--- config.mk ---
export PLATFORM = sky130hd
export DESIGN_NAME = mem_arbiter
export DESIGN_NICKNAME = d
export VERILOG_FILES = /design/src/rtl/mem_arbiter_pkg.sv /design/src/rtl/mem_arbiter_timer.sv /design/src/rtl/mem_arbiter.sv
export SDC_FILE = /design/constraint.sdc
export NUM_CORES = 1
export LEC_CHECK = 0
export BUFFER_PORTS_ARGS = -buffer_cell sky130_fd_sc_hd__buf_2
export CAP_MARGIN = 25
export CORE_AREA = 2 2 108 110
export DETAILED_ROUTE_END_ITERATION = 8
export DIE_AREA = 0 0 110 112
export PLACE_DENSITY = 0.94
export SYNTH_ARGS = -nofsm -noshare
export SYNTH_HDL_FRONTEND = slang
export SYNTH_SLANG_ARGS = --single-unit
--- constraint.sdc ---
create_clock -name clk -period 4.9 [get_ports clk]
set_input_delay 1.225 -clock clk [delete_from_list [all_inputs] [get_ports clk]]
set_output_delay 1.225 -clock clk [all_outputs]
set_load 0.02 [all_outputs]
--- src/rtl/mem_arbiter_pkg.sv ---
// Shared encodings for the memory-port arbiter: FSM state codes and abort-source codes.
package mem_arbiter_pkg;

  localparam logic [1:0] S_IDLE   = 2'd0;
  localparam logic [1:0] S_BUSY_I = 2'd1;
  localparam logic [1:0] S_BUSY_D = 2'd2;

  localparam logic SRC_I = 1'b0;
  localparam logic SRC_D = 1'b1;

  // Saturating increment used by the data-streak counter.
  function automatic logic [7:0] sat_inc8(input logic [7:0] val, input logic [7:0] max);
    return (val >= max) ? max : val + 8'd1;
  endfunction

endpackage

--- src/rtl/mem_arbiter_timer.sv ---
// Watchdog counter for the memory arbiter: clears on grant, counts while busy,
// flags terminal count at TIMEOUT-1.
module arb_timer #(
  parameter int TIMEOUT = 16
) (
  input  logic clk,
  input  logic reset,
  input  logic clear,
  input  logic en,
  output logic tc
);

  localparam int CW = (TIMEOUT > 2) ? $clog2(TIMEOUT) : 1;
  localparam logic [CW-1:0] TC_VAL = CW'(TIMEOUT - 1);

  logic [CW-1:0] count_q;
  logic [CW-1:0] count_d;

  always_comb begin
    count_d = count_q;
    if (clear) begin
      count_d = '0;
    end else if (en && (count_q != TC_VAL)) begin
      count_d = count_q + 1'b1;
    end
  end

  always_ff @(posedge clk) begin
    if (reset) begin
      count_q <= '0;
    end else begin
      count_q <= count_d;
    end
  end

  assign tc = (count_q == TC_VAL);

endmodule

--- src/rtl/mem_arbiter.sv ---
// Arbiter sharing one handshaked memory port between instruction fetch and data access,
// with data priority, a fetch-fairness streak limit and a watchdog abort.
module mem_arbiter
  import mem_arbiter_pkg::*;
#(
  parameter int AW          = 32,
  parameter int DW          = 32,
  parameter int TIMEOUT     = 16,
  parameter int MAX_DSTREAK = 4
) (
  input  logic          clk,
  input  logic          reset,
  input  logic          i_req,
  input  logic [AW-1:0] i_addr,
  output logic [DW-1:0] i_rdata,
  output logic          i_ready,
  input  logic          d_req,
  input  logic          d_we,
  input  logic [AW-1:0] d_addr,
  input  logic [DW-1:0] d_wdata,
  output logic [DW-1:0] d_rdata,
  output logic          d_ready,
  output logic          mem_req,
  output logic          mem_we,
  output logic [AW-1:0] mem_addr,
  output logic [DW-1:0] mem_wdata,
  input  logic [DW-1:0] mem_rdata,
  input  logic          mem_ack,
  output logic          err,
  output logic          err_src
);

  localparam int DSW = $clog2(MAX_DSTREAK + 1);
  localparam logic [7:0] DS_MAX8 = 8'(MAX_DSTREAK);

  logic [1:0]    state_q, state_d;
  logic [DSW-1:0] dstreak_q, dstreak_d;
  logic          mem_req_q, mem_req_d;
  logic          mem_we_q, mem_we_d;
  logic [AW-1:0] mem_addr_q, mem_addr_d;
  logic [DW-1:0] mem_wdata_q, mem_wdata_d;
  logic [DW-1:0] i_rdata_q, i_rdata_d;
  logic [DW-1:0] d_rdata_q, d_rdata_d;
  logic          i_ready_q, i_ready_d;
  logic          d_ready_q, d_ready_d;
  logic          err_q, err_d;
  logic          err_src_q, err_src_d;

  logic i_elig, d_elig, grant_d, grant_i;
  logic timer_clear, timer_en, timer_tc;

  // A requester is masked during its own ready cycle, since its req is still stale there.
  assign i_elig  = i_req && !i_ready_q;
  assign d_elig  = d_req && !d_ready_q;
  assign grant_d = d_elig && !(i_elig && (dstreak_q == DSW'(MAX_DSTREAK)));
  assign grant_i = i_elig && !grant_d;

  always_comb begin
    state_d     = state_q;
    dstreak_d   = dstreak_q;
    mem_req_d   = mem_req_q;
    mem_we_d    = mem_we_q;
    mem_addr_d  = mem_addr_q;
    mem_wdata_d = mem_wdata_q;
    i_rdata_d   = i_rdata_q;
    d_rdata_d   = d_rdata_q;
    err_src_d   = err_src_q;
    i_ready_d   = 1'b0;
    d_ready_d   = 1'b0;
    err_d       = 1'b0;
    timer_clear = 1'b0;
    timer_en    = 1'b0;

    case (state_q)
      S_IDLE: begin
        if (grant_d) begin
          state_d     = S_BUSY_D;
          mem_req_d   = 1'b1;
          mem_we_d    = d_we;
          mem_addr_d  = d_addr;
          mem_wdata_d = d_wdata;
          timer_clear = 1'b1;
          dstreak_d   = i_elig ? DSW'(sat_inc8(8'(dstreak_q), DS_MAX8)) : '0;
        end else if (grant_i) begin
          state_d     = S_BUSY_I;
          mem_req_d   = 1'b1;
          mem_we_d    = 1'b0;
          mem_addr_d  = i_addr;
          timer_clear = 1'b1;
          dstreak_d   = '0;
        end
      end
      S_BUSY_I, S_BUSY_D: begin
        timer_en = 1'b1;
        // Ack takes precedence over a watchdog expiry in the same cycle.
        if (mem_ack) begin
          state_d   = S_IDLE;
          mem_req_d = 1'b0;
          if (state_q == S_BUSY_D) begin
            d_ready_d = 1'b1;
            if (!mem_we_q) d_rdata_d = mem_rdata;
          end else begin
            i_ready_d = 1'b1;
            i_rdata_d = mem_rdata;
          end
        end else if (timer_tc) begin
          state_d   = S_IDLE;
          mem_req_d = 1'b0;
          err_d     = 1'b1;
          if (state_q == S_BUSY_D) begin
            d_ready_d = 1'b1;
            d_rdata_d = '0;
            err_src_d = SRC_D;
          end else begin
            i_ready_d = 1'b1;
            i_rdata_d = '0;
            err_src_d = SRC_I;
          end
        end
      end
      default: begin
        state_d   = S_IDLE;
        mem_req_d = 1'b0;
      end
    endcase
  end

  always_ff @(posedge clk) begin
    if (reset) begin
      state_q     <= S_IDLE;
      dstreak_q   <= '0;
      mem_req_q   <= 1'b0;
      mem_we_q    <= 1'b0;
      mem_addr_q  <= '0;
      mem_wdata_q <= '0;
      i_rdata_q   <= '0;
      d_rdata_q   <= '0;
      i_ready_q   <= 1'b0;
      d_ready_q   <= 1'b0;
      err_q       <= 1'b0;
      err_src_q   <= 1'b0;
    end else begin
      state_q     <= state_d;
      dstreak_q   <= dstreak_d;
      mem_req_q   <= mem_req_d;
      mem_we_q    <= mem_we_d;
      mem_addr_q  <= mem_addr_d;
      mem_wdata_q <= mem_wdata_d;
      i_rdata_q   <= i_rdata_d;
      d_rdata_q   <= d_rdata_d;
      i_ready_q   <= i_ready_d;
      d_ready_q   <= d_ready_d;
      err_q       <= err_d;
      err_src_q   <= err_src_d;
    end
  end

  arb_timer #(.TIMEOUT(TIMEOUT)) u_timer (
    .clk   (clk),
    .reset (reset),
    .clear (timer_clear),
    .en    (timer_en),
    .tc    (timer_tc)
  );

  assign mem_req   = mem_req_q;
  assign mem_we    = mem_we_q;
  assign mem_addr  = mem_addr_q;
  assign mem_wdata = mem_wdata_q;
  assign i_rdata   = i_rdata_q;
  assign d_rdata   = d_rdata_q;
  assign i_ready   = i_ready_q;
  assign d_ready   = d_ready_q;
  assign err       = err_q;
  assign err_src   = err_src_q;

endmodule
==> results.json <==
{
  "critPathSlowestCell": "a21oi_4",
  "ir_drop_uv": 362,
  "critPathLaunchType": "input port",
  "crit_path_start": "i_req",
  "switching_share_pct": 28.5,
  "fmax_mhz": 418,
  "drtPass1Iterations": 4,
  "yosys-top-cells-area": "dfxtp_1, a21oi_1, nand2_1, a22o_1, a22oi_1",
  "place_ws_ns": 2.11,
  "status": "complete, no violations",
  "clock_path_buffers": 2,
  "clk_latency_ns": 0.41,
  "grt_pass1_wl_um": 23000,
  "track_usage_pct": 23.8,
  "ys.flop_type": "dfxtp_1",
  "cts_tree": "built",
  "antenna_cells": 0,
  "critPathArrivalTime_ns": 2.73,
  "clkSinkCount": 143,
  "syn-num-nets": 726,
  "combinationalPowerShare_pct": 17.8,
  "cts_resized": 0,
  "cp_max_fo": 42,
  "areaGrowthSynthToFinish_pct": 35.2,
  "p_switching_w": 0.000907,
  "die_w_um": 110,
  "cp_cell_sequence": "buf_2 > nand2b_1 > a21oi_4 > o21ai_0 > a21oi_1",
  "antenna_found_initial": 0,
  "pwr-share-seq_pct": 41.2,
  "synth_fa_ha_area_share_pct": 1.39,
  "async_flop_share_pct": 0,
  "holdWs_ns": 0.451,
  "pwr-share-clk_pct": 41.0,
  "crit_path_end": "mem_addr[22]",
  "cp_slowest_stage_delay_ns": 0.81,
  "slew_viol_final": 0,
  "fin_crit_sh_pct": 48.8,
  "pin_count": 268,
  "fp.dieH_um": 112,
  "die-area_um2": 12300,
  "rrSetupSlack_ns": 2.78,
  "seq_area_frac_synth_pct": 53.2,
  "reg2reg_depth": 6,
  "ys_types": 49,
  "drtIter0Drc": 344,
  "fin_crit_ns": 2.39,
  "placementRows": 39,
  "viasPerCell": 5.31,
  "crit_required_ns": 5.23,
  "skew_ns": 0.00554,
  "wl_per_cell_um": 15.1,
  "powerDensity_nw_per_um2": 437,
  "power_w": 0.00318,
  "p_leak_nw": 3.46,
  "syn-cell-area_um2": 5380,
  "reg2reg_from": "state_q[0]",
  "synth_top_family_by_area": "compound AO/OA/AOI/OAI gates",
  "synth_xor_area_share_pct": 0.163,
  "synth_edf_count": 0,
  "grt_overflow_total": 0,
  "grt_max_degree": 80,
  "syn_area_per_cell_um2": 9.19,
  "yosysTopAreaCellShare_pct": 53.2,
  "place_congestion": 0.818,
  "dr_total_vias": 5266,
  "maxCapViolations": 0,
  "port_buffers": 267,
  "p_int_w": 0.00227,
  "drcViolationCount": 0,
  "grt_setup_unrepaired": "no",
  "max_slew.worst_pin.slew_ns": 0.974,
  "synth.largest_area_cell": "dfxtp_1",
  "final_nets": 975,
  "postCtsHoldBufs": 0,
  "postCtsSetupBuffers": 0,
  "place_hpwl_um": 10300,
  "grt_pass1_vias": 4980,
  "clk_pin_slew_worst_paths_ns": 0.06,
  "core_um2": 11200,
  "ys_warn_count": 0,
  "syn_inst": 586,
  "ys_seq_elements": 143,
  "final_hold_viol_count": 0,
  "setup_viol": 0,
  "critPathCaptureType": "register",
  "root_buffer": "clkbuf_16",
  "relSlewSlack_pct": 35.0,
  "initial_core_util_pct": 48.2,
  "cts_max_level": 4,
  "ant_nets": 0,
  "worst_slack_ns": 2.51,
  "setup_tns_ns": 0,
  "wl_um": 14900,
  "r2r-end": "mem_addr[22]",
  "synthSimpleGateAreaFrac_pct": 14.8,
  "cts_made_buffers": 17,
  "synth.area.mux_share_pct": 0.395,
  "hp-class": "reg2reg",
  "drive_gt1_share_pct": 38.2,
  "synth-compound-area-share_pct": 24.1,
  "crit_type": "in2reg"
}
synth_stat cells, drive strengths merged, types with 2 or more instances:
cell type and number:
nand3 6, nand4 2, a21oi 103, clkbuf 14, nor3 8, inv 5
nand2b 2, nand2 105, nor2 35, and2b 2, nor3b 3, and4b 3
o21ai 34, ha 6, a22oi 32, a22o 32, a31oi 3, buf 31
dfxtp 143, nor4 4
cell type report:
| class | count | area [µm²] |
|---|---|---|
| multi-input cells | 392 | 2200 |
| clock inverters | 14 | 165 |
| fillers | 893 | 3890 |
| well taps | 143 | 179 |
| repair buffers | 275 | 1410 |
| clock buffers | 18 | 439 |
| inverters | 6 | 23.8 |
| flip-flops and latches | 143 | 2860 |
cells in the final DEF (no fill, tap or decap), drive strengths merged, types with 2 or more instances in the layout:
cell / Yosys / layout
a22o: 32 / 32
a31oi: 3 / 3
nand2: 105 / 105
nand2b: 2 / 2
clkinv: 1 / 5
nand4: 2 / 2
a21oi: 103 / 103
clkinvlp: 0 / 5
bufinv: 0 / 3
buf: 31 / 275
ha: 6 / 6
a22oi: 32 / 32
o21ai: 34 / 34
nor3: 8 / 8
inv: 5 / 7
nor2: 35 / 35
and2b: 2 / 2
and4b: 3 / 3
nor4: 4 / 4
clkbuf: 14 / 18
nand3: 6 / 6
dfxtp: 143 / 143
nor3b: 3 / 3
registers in the layout (all words and copies together) (netlist names):
signal / count
i_ready: 1
mem_we: 1
d_rdata: 32
err_src: 1
mem_wdata: 32
err: 1
mem_addr: 32
u_timer.count_q: 4
d_ready: 1
mem_req: 1
state_q: 2
dstreak_q: 3
i_rdata: 32
per-layer routing:
| metal | vias up | GRT usage [%] | routed length, µm | part of all wire, % |
|---|---|---|---|---|
| li1 | 2557 | - | - | - |
| met4 | 0 | 8.61 | 302 | 2.0 |
| met1 | 2437 | 26.7 | 5940 | 40 |
| met2 | 244 | 42.3 | 7530 | 50 |
| met5 | - | 0 | 0 | 0 |
| met3 | 28 | 6.62 | 1150 | 7.7 |
worst max-delay path: cells and delay by family:
family                 cells  cell delay (ns)
buffers and inverters      1             0.10
AO/OA/AOI/OAI              3             1.23
AND/OR/NAND/NOR            1             0.15
stage by stage:
stage,cell area [µm²],instances,utilization (%)
global placement,6650,957,59.5
floorplan,5380,586,-
detailed placement,6680,959,59.7
CTS,7280,991,65.1
finish,7280,991,65.1
global route,7280,991,65.1
kinds of logic after synthesis:
| logic type | Yosys count |
|---|---|
| adder cells (fa/ha/maj) | 6 |
| AO/OA/AOI/OAI | 208 |
| multiplexers | 2 |
| XOR/XNOR | 1 |
| AND/OR/NAND/NOR | 175 |
| buffers and inverters | 51 |
| flip-flops | 143 |
how the worst min path moves through the flow:
stage,slack [ns],to,startpoint,cells after the start
after floorplan,0.46,dstreak_q[1],dstreak_q[1],2
after global placement,0.44,mem_wdata[19],mem_wdata[19],2
after detailed placement,0.44,mem_wdata[14],mem_wdata[14],2
after CTS,0.45,mem_wdata[14],mem_wdata[14],2
after global routing,0.47,mem_wdata[0],mem_wdata[0],2
final,0.45,mem_wdata[14],mem_wdata[14],2
power groups by stage:
stage	clock network [W]	registers [W]	logic (W)
floorplan	0	0.00144	0.000263
global placement	0	0.00133	0.000547
detailed placement	0	0.00133	0.000564
CTS	0.00132	0.00131	0.000568
global route	0.00138	0.00132	0.000621
finish	0.00131	0.00131	0.000566
Power figures use the tool's default switching activity.
